<file path="config.mk">
export PLATFORM = sky130hd
export DESIGN_NAME = word_reduce_seq
export DESIGN_NICKNAME = d
export VERILOG_FILES = /design/src/rtl/word_reduce_seq.sv
export SDC_FILE = /design/constraint.sdc
export NUM_CORES = 1
export LEC_CHECK = 0
export BUFFER_PORTS_ARGS = -buffer_cell sky130_fd_sc_hd__buf_2
export CAP_MARGIN = 40
export CORE_ASPECT_RATIO = 0.75
export CORE_MARGIN = 3
export CORE_UTILIZATION = 47
export CTS_BUF_LIST = sky130_fd_sc_hd__clkbuf_8 sky130_fd_sc_hd__clkbuf_16
export DETAILED_ROUTE_END_ITERATION = 10
export PLACE_DENSITY = 0.7
export RECOVER_POWER = 100
export SLEW_MARGIN = 20
export SYNTH_ARGS = -nofsm -noshare
export SYNTH_HDL_FRONTEND = slang
export SYNTH_SLANG_ARGS = --single-unit
</file>
<file path="constraint.sdc">
create_clock -name clk -period 4 [get_ports clk]
set_clock_uncertainty 0.15 [all_clocks]
set_input_delay 0 -clock clk [delete_from_list [all_inputs] [get_ports clk]]
set_output_delay 0 -clock clk [all_outputs]
set_load 0.1 [all_outputs]
</file>
<file path="src/rtl/word_reduce_seq.sv">
// Sequential bitwise reduction (AND/OR/XOR/NAND) of a W-bit word, C bits per cycle,
// with optional early exit once the result can no longer change.
module word_reduce_seq #(
  parameter int unsigned W     = 32,
  parameter int unsigned C     = 8,
  parameter int unsigned EARLY = 1
) (
  input  logic         clk,
  input  logic         rst,
  input  logic         in_valid,
  output logic         in_ready,
  input  logic [W-1:0] in_data,
  input  logic [1:0]   mode,
  output logic         out_valid,
  input  logic         out_ready,
  output logic         result,
  output logic         busy
);

  localparam int unsigned N    = W / C;
  localparam int unsigned IdxW = (N > 1) ? $clog2(N) : 1;
  localparam logic [IdxW-1:0] LastIdx = IdxW'(N - 1);

  localparam logic [1:0] ModeAnd  = 2'b00;
  localparam logic [1:0] ModeOr   = 2'b01;
  localparam logic [1:0] ModeXor  = 2'b10;
  localparam logic [1:0] ModeNand = 2'b11;

  typedef enum logic [1:0] {StIdle, StRun, StDone} state_e;

  state_e          state_q, state_d;
  logic [W-1:0]    data_q, data_d;
  logic [1:0]      mode_q, mode_d;
  logic [IdxW-1:0] idx_q, idx_d;
  logic            acc_q, acc_d;

  logic [C-1:0]    chunk;
  logic            acc_upd;
  logic            early_hit;

  always_comb begin
    chunk   = data_q[idx_q*C +: C];
    acc_upd = acc_q;
    unique case (mode_q)
      ModeAnd, ModeNand: acc_upd = acc_q & (&chunk);
      ModeOr:            acc_upd = acc_q | (|chunk);
      ModeXor:           acc_upd = acc_q ^ (^chunk);
    endcase
    // AND/NAND saturate at 0, OR saturates at 1; XOR never saturates.
    early_hit = (EARLY != 0) && (mode_q != ModeXor) &&
                ((mode_q == ModeOr) ? acc_upd : !acc_upd);
  end

  always_comb begin
    state_d = state_q;
    data_d  = data_q;
    mode_d  = mode_q;
    idx_d   = idx_q;
    acc_d   = acc_q;
    unique case (state_q)
      StIdle: begin
        if (in_valid) begin
          data_d  = in_data;
          mode_d  = mode;
          idx_d   = '0;
          acc_d   = (mode == ModeOr || mode == ModeXor) ? 1'b0 : 1'b1;
          state_d = StRun;
        end
      end
      StRun: begin
        acc_d = acc_upd;
        if (idx_q == LastIdx || early_hit) begin
          state_d = StDone;
        end else begin
          idx_d = idx_q + 1'b1;
        end
      end
      StDone: begin
        if (out_ready) begin
          state_d = StIdle;
        end
      end
      default: state_d = StIdle;
    endcase
  end

  always_ff @(posedge clk) begin
    if (rst) begin
      state_q <= StIdle;
      data_q  <= '0;
      mode_q  <= ModeAnd;
      idx_q   <= '0;
      acc_q   <= 1'b0;
    end else begin
      state_q <= state_d;
      data_q  <= data_d;
      mode_q  <= mode_d;
      idx_q   <= idx_d;
      acc_q   <= acc_d;
    end
  end

  always_comb begin
    in_ready  = (state_q == StIdle);
    out_valid = (state_q == StDone);
    busy      = (state_q != StIdle);
    result    = (state_q == StDone) ? (acc_q ^ (mode_q == ModeNand)) : 1'b0;
  end

endmodule

</file>
; Word level (Yosys, flattened, before mapping)
; Cells that the tools add are included.
[word_totals]
regBits = 39
inputBits = 38
out_inout_bits = 4
word_cells = 53
[op_classes]
add_sub_neg = 1
eq_ne = 13
n_shift = 1
mux = 13
n_bitwise = 4
n_reduce_logical = 16
[op_table]
columns = op, count
row1 = indexed part select 32 x 6 -> 8 bit, 1
row2 = == test 2 bit (second input constant), 5
row3 = 2-to-1 mux 2 bit, 5
row4 = != test 2 bit (second input constant), 4
row5 = AND reduction 8 bit, 1
row6 = OR reduction 8 bit, 1
row7 = parity 8 bit, 1
row8 = == test 2 x 1 -> 1 bit (second input constant), 3
row9 = one-hot mux 2 bit (3 select lines), 1
row10 = AND reduction 3 bit, 2
row11 = logical NOT 2 bit, 2
row12 = 2-to-1 mux 1 bit, 4
row13 = one-hot mux 2 bit (2 select lines), 1
row14 = AND reduction 2 bit, 2
row15 = nonzero test 2 bit, 2
row16 = one-hot mux 1 bit (3 select lines), 1
row17 = adder 2 x 1 -> 2 bit (second input constant), 1
row18 = logical OR 1 bit, 2
row19 = != test 2 x 1 -> 1 bit (second input constant), 1
row20 = one-hot mux 1 bit (2 select lines), 1
row21 = OR reduction 2 bit, 1
row22 = XOR 1 bit, 2
row23 = bitwise AND 1 bit, 1
row24 = logical AND 1 bit, 1
row25 = 2 further kinds, 2

; Longest topological paths before layout
[depth]
ltp_word = 10
mapped_depth = 8
ltp_nobuf = 7

; Worst setup path before layout
; Ideal clock, no wire load.
[synth_timing]
path_type = reg2out
start = register state_q[1]
end = output result
arrival_time_ps = 2689
required_ps = 3850
path_slack_ps = 1161
stages_incl_launch_ff = 3
path_buffers = 0
cell_sequence = dfxtp_1 > nor2b_1 > and2_1
[synth_between]
elab_chain_cells = 2
[synth_rtl]
columns = item, line_no
row1 = "start, declared", 31  ; state_e state_q, state_d;
row2 = "start signal, assigned", 89  ; state_q <= StIdle;
row3 = "start signal, assigned", 95  ; state_q <= state_d;
row4 = == test 2 bit, n/a
row5 = net out_valid, 14  ; output logic out_valid,
row6 = 2-to-1 mux 1 bit, 107  ; result = (state_q == StDone) ? (acc_q ^ (mode_q == ModeNand)) : 1'b0;
row7 = "end, declared", 16  ; output logic result,
; The timed path passes the listed nets, and every way through them passes these cells.

; Final worst setup path
[layout_timing]
start = register idx_q[0]
end = register acc_q
[layout_between]
elab_chain_cells = 5
word_cells_on_any_way = 9
cone_classes = shift: 1 / mux: 2 / bitwise: 3 / reduce/logical: 3
[layout_rtl]
columns = item, line_no
row1 = "start, declared", 34  ; logic [IdxW-1:0] idx_q, idx_d;
row2 = "start signal, assigned", 98  ; idx_q <= idx_d;
row3 = indexed part select 32 x 6 -> 8 bit *, 42  ; chunk = data_q[idx_q*C +: C];
row4 = parity 8 bit (tied with other cells), 47  ; ModeXor: acc_upd = acc_q ^ (^chunk);
row5 = XOR 1 bit (tied with other cells), 47
row6 = one-hot mux 1 bit (3 select lines) *, 44  ; unique case (mode_q)
row7 = one-hot mux 1 bit (2 select lines) *, 60  ; unique case (state_q)
row8 = "end signal, assigned", 93  ; acc_q <= 1'b0;
row9 = "end signal, assigned", 99  ; acc_q <= acc_d;
row10 = "end, declared", 35  ; logic acc_q, acc_d;
; Mark *: on every way between the ends. The rest lies on a longest branch, timed or not.
; A chain may end at the register's enable or synchronous reset.

==> metrics.md <==
| Metric | Value |
|---|---|
| Initial Util | 51.1% |
| Power, Total | 0.962 mW |
| VDD IR max | 268 µV |
| Clk root buf | clkbuf_8 |
| Final WL | 4500 µm |
| Slack of the critical path | 1130 ps |
| # fillers | 322 |
| TritonCTS clock tree | done |
| CP bufs+invs | 1 |
| Finished Layout Cells | 350 |
| FP Rows | 19 |
| Hold/Removal Path Class | input port to flip-flop |
| Max-cap violations | 0 |
| Initial antenna violation count | 0 |
| DP Area | 0.00219 mm² |
| Final RePlAce weighted congestion | 0.754 |
| CP peak stage delay | 710 ps |
| Slowest CP cell | dfxtp_1 |
| CORE AREA | 0.00380 mm² |
| CTS-repair resized insts | 0 |
| Mux share of post-synthesis cell area | 11.1% |
| DR vias/cell | 4.91 |
| Chip width | 80.2 µm |
| Post-synth top flop | dfxtp_1 |
| Synth Area in Simple Gates | 20.2% |
| Post-Place Setup Slack | 1110 ps |
| Startpoint types | flip-flop |
| Outcome | completed |
| Total die area | 0.00495 mm² |
| Syn. warnings | 0 |
| Adder-cell share of the synthesized area | 7.73% |
| Setup_tns | 0 ps |
| Post-Synthesis Cell Area | 0.00194 mm² |
| Dpl hpwl | 2970 µm |
| Hold Buf Count CTS | 35 |
| CTS sink count | 39 |
| Post-synthesis xor/xnor area fraction | 2.96% |
| Placed cells | 307 |
| Critical-path cell list | mux4_2, inv_1, ha_1, xnor3_1, xnor2_1, or3_1, a221oi_1 |
| Count leader, synth | nand2_1 |
| Worst Setup End Kind | flip-flop |
| CTS buffer count | 5 |
| Commonest cells post-synth | nand2_1, dfxtp_1, a21oi_1, ha_1, inv_1 |
| Avg Cell Area, Syn | 8.64 µm² |
| Nets | 347 |
| Synth cell types | 32 |
| Area leader, netlist | dfxtp_1 |
| Largest net degree at the start of global routing | 42 |
| WP data required | 4050 ps |
| Clock transition at the registers of the reported paths | 70 ps |
| I/O Pins | 42 |
| Yosys reg bits | 39 |
| Grt ovf | 0 |
| CP Class | flip-flop to flip-flop |
| Layout cells sized above 1 | 19.1% |
| Postcts setup bufs | 0 |
| Htree depth | 2 |
| Clk_lat worst skew | 290 ps |
| Design area | 0.00262 mm² |
| Area share of the largest cell type after synthesis | 40.2% |
| All-Layer GR Usage | 19.7% |
| First drt pass iteration count | 4 |
| Post-synthesis to final-layout area growth | 34.8% |
| Clk buf depth | 2 |
| Max Clock Freq | 349 MHz |
| Slew @ Worst Pin | 1160 ps |
| Antenna diodes | 0 |
| Die Y | 61.7 µm |
| Synth Area in Compound Gates | 12.7% |
| DRC viols | 0 |
| Post-synthesis net count | 275 |
| Max-slew violation count | 0 |
| Asr flop ratio synth | 0% |
| Post-route ant nets | 0 |
| Tcrit/Tclk final | 71.7% |
| Post-synth EDFFs | 0 |
| Post-synthesis sequential area ratio | 40.2% |
| Min Tclk post-route | 2870 ps |
| CP max FO | 11 |
| Avg WL per Cell | 12.9 µm |
| CP arrival | 2910 ps |
| Initial DRC count | 62 |
| Largest family of logic cells by synthesized area | simple AND/OR/NAND/NOR gates |
| Vias in the first global route | 1,587 |
| Port Buf Inserts | 41 |
| Global-route wire length before repair | 7330 µm |
| RSZ-0062 raised after global routing | no |
| P_leak | 1.08 nW |
| Syn Inst Count | 225 |
| Min Hold Slack | 114 ps |
| CP top delay family | flip-flops |
| Fin. Hold Viols | 0 |
| Post-layout util | 68.9% |
| Worst rel slew slack | 22.7% |
| Pwr dens | 367 mW/mm² |
| Vias | 1,719 |
| Final number of setup-violating endpoints | 0 |
| Synth top area cells | dfxtp_1, nand2_1, mux4_2 |
layout make-up:
| type | count | area [µm²] | share of cell area, % |
|---|---|---|---|
| sequential | 39 | 781 | 29.8 |
| clock buffer | 5 | 68.8 | 2.63 |
| multi-input combinational | 161 | 1060 | 40.4 |
| inverter | 12 | 45.0 | 1.72 |
| clock inverter | 3 | 43.8 | 1.67 |
| tap | 52 | 65.1 | 2.48 |
| timing repair buffer | 78 | 558 | 21.3 |
metal layers:
metal | track usage [%] | share of wire, %
met1 | 26.6 | 51
met2 | 32.2 | 44
met3 | 4.09 | 4.2
met4 | 5.78 | 1.2
met5 | 0 | 0
logic make-up (layout without fill, tap and decap cells):
group / Yosys count / after routing
compound gates: 44 / 44
fa+ha+maj: 12 / 12
mux: 11 / 11
simple gates: 89 / 89
flops: 39 / 39
xor+xnor: 5 / 5
buf+inv: 25 / 98
where the power goes:
part / internal (mW) / switching [mW] / total, mW
clock: 0.186 / 0.139 / 0.325
combinational: 0.0937 / 0.107 / 0.201
sequential: 0.416 / 0.0207 / 0.436
total: 0.695 / 0.267 / 0.962
path summary, 6_finish.rpt:
check	from	endpoint	slack, ps	cells past startpoint
worst max register to register	idx_q[0]$_SDFFE_PP0P_	acc_q$_SDFFE_PP0P_	1130	7
worst min register to register	data_q[31]$_SDFFE_PP0P_	data_q[31]$_SDFFE_PP0P_	310	2
worst max-delay path	idx_q[0]$_SDFFE_PP0P_	acc_q$_SDFFE_PP0P_	1130	7
worst min-delay path	rst	data_q[10]$_SDFFE_PP0P_	110	2
state kept, by name, summed over array words and instances (netlist names):
signal,flops
acc_q,1
data_q,32
idx_q,2
mode_q,2
state_q,2
layout by cell type, fill, tap and decap left out:
| cell type | n |
|---|---|
| nand2b_1 | 3 |
| dlygate4sd3_1 | 35 |
| mux2i_1 | 2 |
| a221oi_1 | 2 |
| mux2_4 | 1 |
| mux4_2 | 8 |
| and4b_1 | 1 |
| or3_1 | 2 |
| inv_1 | 12 |
| xnor3_1 | 1 |
| o21ai_0 | 3 |
| a21oi_1 | 35 |
| nor2b_1 | 2 |
| buf_2 | 37 |
| clkbuf_8 | 5 |
| clkinv_4 | 1 |
| xor2_1 | 1 |
| nand4_1 | 1 |
| nand2_1 | 70 |
| nand3b_1 | 1 |
| nor2_1 | 3 |
| or3b_2 | 1 |
| ha_1 | 12 |
| dfxtp_1 | 39 |
| bufinv_16 | 1 |
| o21ba_2 | 1 |
| and4bb_2 | 1 |
| and2_1 | 1 |
| a211oi_1 | 1 |
| nor3b_1 | 1 |
| clkbuf_1 | 6 |
| or4b_1 | 1 |
| clkinv_2 | 1 |
| xnor2_1 | 3 |
| o211ai_1 | 1 |
| o32a_1 | 1 |
| and2_0 | 1 |
worst register-to-register path, cell delays in order (launching register included):
cell and delay, ps:
dfxtp_1 710, mux4_2 600, inv_1 80, ha_1 240
xnor3_1 350, xnor2_1 130, or3_1 310, a221oi_1 230
No activity file was read; power rests on OpenSTA's default activity.
